File: src/rtl/multi_cycle_control.sv
// Main control FSM for a multi-cycle RV32 datapath: sequences fetch, decode,
// execute, memory and write-back, and drives datapath enables and selects.
//
// state | meaning
// IF    | fetch: read memory at PC, load IR on mem_ready
// ID    | decode: choose EX, halt, or retire as a NOP
// EX    | execute: ALU op, address calc, or branch resolution
// MEM   | data memory access for LOAD/STORE, held until mem_ready
// WB    | register write-back and PC update
// HALT  | absorbing stop state after ECALL with halt_req
module multi_cycle_control (
  input  logic       clk,
  input  logic       reset,
  input  logic [6:0] opcode,
  input  logic       mem_ready,
  input  logic       alu_bcond,
  input  logic       halt_req,
  output logic       pc_write,
  output logic       ir_write,
  output logic       i_or_d,
  output logic       mem_read,
  output logic       mem_write,
  output logic       reg_write,
  output logic [1:0] wb_sel,
  output logic [1:0] pc_src,
  output logic [1:0] alu_mode,
  output logic [2:0] state,
  output logic       is_halted
);

  typedef enum logic [2:0] {
    S_IF   = 3'd0,
    S_ID   = 3'd1,
    S_EX   = 3'd2,
    S_MEM  = 3'd3,
    S_WB   = 3'd4,
    S_HALT = 3'd5
  } state_t;

  localparam logic [6:0] OP_R      = 7'b0110011;
  localparam logic [6:0] OP_I      = 7'b0010011;
  localparam logic [6:0] OP_LOAD   = 7'b0000011;
  localparam logic [6:0] OP_STORE  = 7'b0100011;
  localparam logic [6:0] OP_BRANCH = 7'b1100011;
  localparam logic [6:0] OP_JAL    = 7'b1101111;
  localparam logic [6:0] OP_JALR   = 7'b1100111;
  localparam logic [6:0] OP_ECALL  = 7'b1110011;

  state_t state_q;
  state_t state_d;

  logic is_alu;
  logic is_load;
  logic is_store;
  logic is_branch;
  logic is_jal;
  logic is_jalr;
  logic is_ecall;
  logic is_known;

  assign is_alu    = (opcode == OP_R) || (opcode == OP_I);
  assign is_load   = (opcode == OP_LOAD);
  assign is_store  = (opcode == OP_STORE);
  assign is_branch = (opcode == OP_BRANCH);
  assign is_jal    = (opcode == OP_JAL);
  assign is_jalr   = (opcode == OP_JALR);
  assign is_ecall  = (opcode == OP_ECALL);
  assign is_known  = is_alu || is_load || is_store || is_branch ||
                     is_jal || is_jalr || is_ecall;

  logic       pc_write_c;
  logic       ir_write_c;
  logic       i_or_d_c;
  logic       mem_read_c;
  logic       mem_write_c;
  logic       reg_write_c;
  logic [1:0] wb_sel_c;
  logic [1:0] pc_src_c;
  logic [1:0] alu_mode_c;
  logic       is_halted_c;

  always_ff @(posedge clk or negedge reset) begin
    if (!reset) begin
      state_q <= S_IF;
    end else begin
      state_q <= state_d;
    end
  end

  always_comb begin
    state_d     = S_IF;
    pc_write_c  = 1'b0;
    ir_write_c  = 1'b0;
    i_or_d_c    = 1'b0;
    mem_read_c  = 1'b0;
    mem_write_c = 1'b0;
    reg_write_c = 1'b0;
    wb_sel_c    = 2'd0;
    pc_src_c    = 2'd0;
    alu_mode_c  = 2'd0;
    is_halted_c = 1'b0;

    case (state_q)
      S_IF: begin
        mem_read_c = 1'b1;
        if (mem_ready) begin
          ir_write_c = 1'b1;
          state_d    = S_ID;
        end else begin
          state_d = S_IF;
        end
      end

      S_ID: begin
        if (is_ecall && halt_req) begin
          state_d = S_HALT;
        end else if (is_ecall || !is_known) begin
          pc_write_c = 1'b1;
          state_d    = S_IF;
        end else begin
          state_d = S_EX;
        end
      end

      S_EX: begin
        if (is_alu) begin
          alu_mode_c = 2'd1;
          state_d    = S_WB;
        end else if (is_load || is_store) begin
          state_d = S_MEM;
        end else if (is_branch) begin
          alu_mode_c = 2'd2;
          pc_write_c = 1'b1;
          pc_src_c   = alu_bcond ? 2'd1 : 2'd0;
          state_d    = S_IF;
        end else if (is_jal || is_jalr) begin
          state_d = S_WB;
        end else begin
          state_d = S_IF;
        end
      end

      S_MEM: begin
        if (is_load) begin
          i_or_d_c   = 1'b1;
          mem_read_c = 1'b1;
          state_d    = mem_ready ? S_WB : S_MEM;
        end else if (is_store) begin
          i_or_d_c    = 1'b1;
          mem_write_c = 1'b1;
          if (mem_ready) begin
            pc_write_c = 1'b1;
            state_d    = S_IF;
          end else begin
            state_d = S_MEM;
          end
        end else begin
          state_d = S_IF;
        end
      end

      S_WB: begin
        reg_write_c = 1'b1;
        pc_write_c  = 1'b1;
        if (is_load) begin
          wb_sel_c = 2'd1;
        end else if (is_jal) begin
          wb_sel_c = 2'd2;
          pc_src_c = 2'd1;
        end else if (is_jalr) begin
          wb_sel_c = 2'd2;
          pc_src_c = 2'd2;
        end
        state_d = S_IF;
      end

      S_HALT: begin
        is_halted_c = 1'b1;
        state_d     = S_HALT;
      end

      default: state_d = S_IF;
    endcase
  end

  // Reset gates every control output so nothing fires while state reads IF.
  assign pc_write  = reset & pc_write_c;
  assign ir_write  = reset & ir_write_c;
  assign i_or_d    = reset & i_or_d_c;
  assign mem_read  = reset & mem_read_c;
  assign mem_write = reset & mem_write_c;
  assign reg_write = reset & reg_write_c;
  assign wb_sel    = reset ? wb_sel_c   : 2'd0;
  assign pc_src    = reset ? pc_src_c   : 2'd0;
  assign alu_mode  = reset ? alu_mode_c : 2'd0;
  assign is_halted = reset & is_halted_c;
  assign state     = state_q;

endmodule

File: config.mk
export PLATFORM = sky130hd
export DESIGN_NAME = multi_cycle_control
export DESIGN_NICKNAME = d
export VERILOG_FILES = /design/src/rtl/multi_cycle_control.sv
export SDC_FILE = /design/constraint.sdc
export NUM_CORES = 1
export LEC_CHECK = 0
export BUFFER_PORTS_ARGS = -buffer_cell sky130_fd_sc_hd__buf_4
export CORE_AREA = 2 2 39 41
export CTS_BUF_LIST = sky130_fd_sc_hd__clkbuf_8
export DETAILED_ROUTE_END_ITERATION = 8
export DIE_AREA = 0 0 41 43
export PLACE_DENSITY_LB_ADDON = 0.25
export SLEW_MARGIN = 20
export SYNTH_ARGS = -nofsm -noshare
export SYNTH_HDL_FRONTEND = slang
export SYNTH_SLANG_ARGS = --single-unit
File: constraint.sdc
create_clock -name clk -period 3.4 [get_ports clk]
set_input_delay 0.34 -clock clk [delete_from_list [all_inputs] [get_ports clk]]
set_output_delay 0.34 -clock clk [all_outputs]
set_load 0.1 [all_outputs]
==> results.json <==
{
  "status": "finished, final reports clean",
  "synth_cells": 60,
  "synthTopCellsByArea": "dfrtp_1, nor3_1, nand2_1",
  "setup_violations": 0,
  "path_cells": "dlygate4sd3_1 > buf_4 > nand2b_1 > a2111oi_0 > a211o_2 > buf_4",
  "hpwl_mm": 1.146,
  "yosys_warnings": 0,
  "grt_overflow": 0,
  "min_period_ps": 2463,
  "hp-class": "in -> async",
  "htree_levels": 1,
  "clock_sinks": 3,
  "power_density_nw_per_um2": 288.0,
  "synthesis.area_um2": 439.2,
  "ctsLongestPathBuffers": 2,
  "grt_pass1_vias": 553,
  "critPathMostFrequentCell": "buf_4",
  "drc": 0,
  "syn-num-nets": 72,
  "place_congestion": 0.8361,
  "routedWlPerCell_um": 13.38,
  "synth_top_area_share_pct": 17.09,
  "cap_violations": 0,
  "worstPathRequired_ps": 3060,
  "largest_register_ff_count": 3,
  "critPathArrivalTime_ps": 2120,
  "slew_violations": 0,
  "placed_cells": 102,
  "synth_edf_count": 0,
  "yosysTopAreaCell": "dfrtp_1",
  "final_hold_viol_count": 0,
  "yosysUniqueCellTypes": 28,
  "leakage_nw": 0.3333,
  "cts_tree": "done",
  "drt_pass1_iterations": 4,
  "end_kind": "output port",
  "syn_area_per_cell_um2": 7.320,
  "start_util_pct": 31.74,
  "rrSetupSlack_ps": 1930,
  "wirelength_mm": 1.432,
  "io_pins": 28,
  "finalCritPeriodShare_pct": 72.45,
  "max_slew_margin_pct": 59.54,
  "ys_seq_elements": 3,
  "crit_path_start_kind": "input pin",
  "synth_ff_type": "dfrtp_1",
  "placementRows": 14,
  "post-cts-setup-buffers": 0,
  "async_reset_ff_share_pct": 100.0,
  "rr_worst_depth": 4,
  "cpPeakStageDelay_ps": 570,
  "rsz0062_at_grt": "no",
  "antenna_cells": 0,
  "die-area_um2": 1763,
  "worstPathMaxFanout": 7,
  "vias_per_cell": 5.336,
  "ys_seq_area_share_pct": 17.09,
  "drtIter0Drc": 18,
  "drive_gt1_share_pct": 45.05,
  "chipHeight_um": 43,
  "ant_nets": 0,
  "whs_ps": 476.2,
  "antenna_found_initial": 0,
  "io_buffers": 27,
  "die_w_um": 41,
  "cts-root-buf": "clkbuf_8",
  "cts_made_buffers": 3,
  "n_fill_cell": 150,
  "timing.rr.end": "state[2]",
  "track_usage_pct": 19.20,
  "finalNetCount": 104,
  "worstMarginPinSlew_ps": 591.6,
  "clkLatencyLatePin_ps": 210,
  "clock_skew_ps": 2.460,
  "crit_start": "reset",
  "grt_max_degree": 13,
  "worstSetupPathType": "in -> out",
  "ir_drop_mv": 0.2084,
  "clk_pin_slew_ps": 30,
  "r2r-start": "state[1]",
  "max_freq_ghz": 0.4060,
  "slowest_stage": "a2111oi_0",
  "final_cells": 107,
  "via_count": 571,
  "coreArea_um2": 1384,
  "area_delta_synth_final_pct": 66.67,
  "grt_pass1_wl_mm": 2.394
}
worst max-delay path by stage:
| stage | endpoint | depth (start not counted) |
|---|---|---|
| 2_1_floorplan | ir_write | 2 |
| 3_3_place_gp | pc_write | 6 |
| 3_5_place_dp | pc_write | 6 |
| 4_1_cts | pc_write | 6 |
| 5_1_grt | pc_write | 6 |
| 6_report | pc_write | 6 |
metrics by stage:
stage               setup TNS [ps]  utilization [%]  total power [W]  cell area [um2]  worst slack [ps]
floorplan                    -5404                -       0.00008613            457.9             -1257
global placement                 0            48.92        0.0001111            676.9              1288
detailed placement               0            48.92        0.0001119            676.9              1241
CTS                              0            52.89        0.0002121            732.0             960.4
global route                     0            52.89        0.0002219            732.0             856.4
finish                           0            52.89        0.0002108            732.0             936.7
what timing repair did:
action | 4_1_cts | 5_1_grt
resized for setup | 0 | 0
endpoints found under the hold margin | 3 | 0
hold buffers | 1 | 0
cells by family after synthesis:
group	after synthesis	synth area share, %
AO/OA/AOI/OAI	14	21.65
buffers and inverters	5	4.272
flip-flops	3	17.09
AND/OR/NAND/NOR	38	56.98
routing by layer:
metal / global-route usage, % / up-vias / part of all wire, %
met5: 0 / - / 0
met4: 4.000 / 0 / 0
met3: 3.141 / 0 / 5.9
met2: 30.00 / 20 / 53
met1: 26.77 / 261 / 41
li1: - / 290 / -
placed cells by master (no fill, tap or decap), types with 2 or more instances in the layout:
cell type,instances
and3_1,2
clkbuf_8,3
nor2_1,2
nor2b_1,2
inv_1,5
nor3_2,2
a21oi_1,4
nand2b_1,4
nor3_1,5
buf_4,27
nand2_1,8
dfrtp_1,2
o21ai_0,4
or2_2,2
where the power goes:
group | total, W | switching (W) | internal [W]
Clock | 0.0000981 | 0.0000214 | 0.0000767
Sequential | 0.0000408 | 0.00000350 | 0.0000373
Combinational | 0.0000720 | 0.0000489 | 0.0000231
Total | 0.000211 | 0.0000738 | 0.000137
area by class of cell:
class,instances,area [um2],share of cell area [%]
Clock inverter,1,3.754,0.5128
Timing Repair Buffer,28,212.7,29.06
Inverter,4,15.01,2.051
Multi-Input combinational cell,52,362.8,49.57
Tap cell,16,20.02,2.735
Sequential cell,3,76.32,10.43
Clock buffer,3,41.29,5.641
Yosys cell counts, drive strengths merged, types with 2 or more instances:
| master | n |
|---|---|
| a21oi | 4 |
| and3 | 2 |
| dfrtp | 3 |
| inv | 4 |
| nand2 | 8 |
| nand2b | 4 |
| nor2 | 2 |
| nor2b | 2 |
| nor3 | 7 |
| nor4 | 3 |
| o21ai | 4 |
| or2 | 2 |
worst max-delay path, delay by kind of cell:
family	cells	cell delay, ps
compound gates	2	760
simple gates	1	70
buf+inv	3	960
Note: power is estimated with default switching activity, not from simulation.
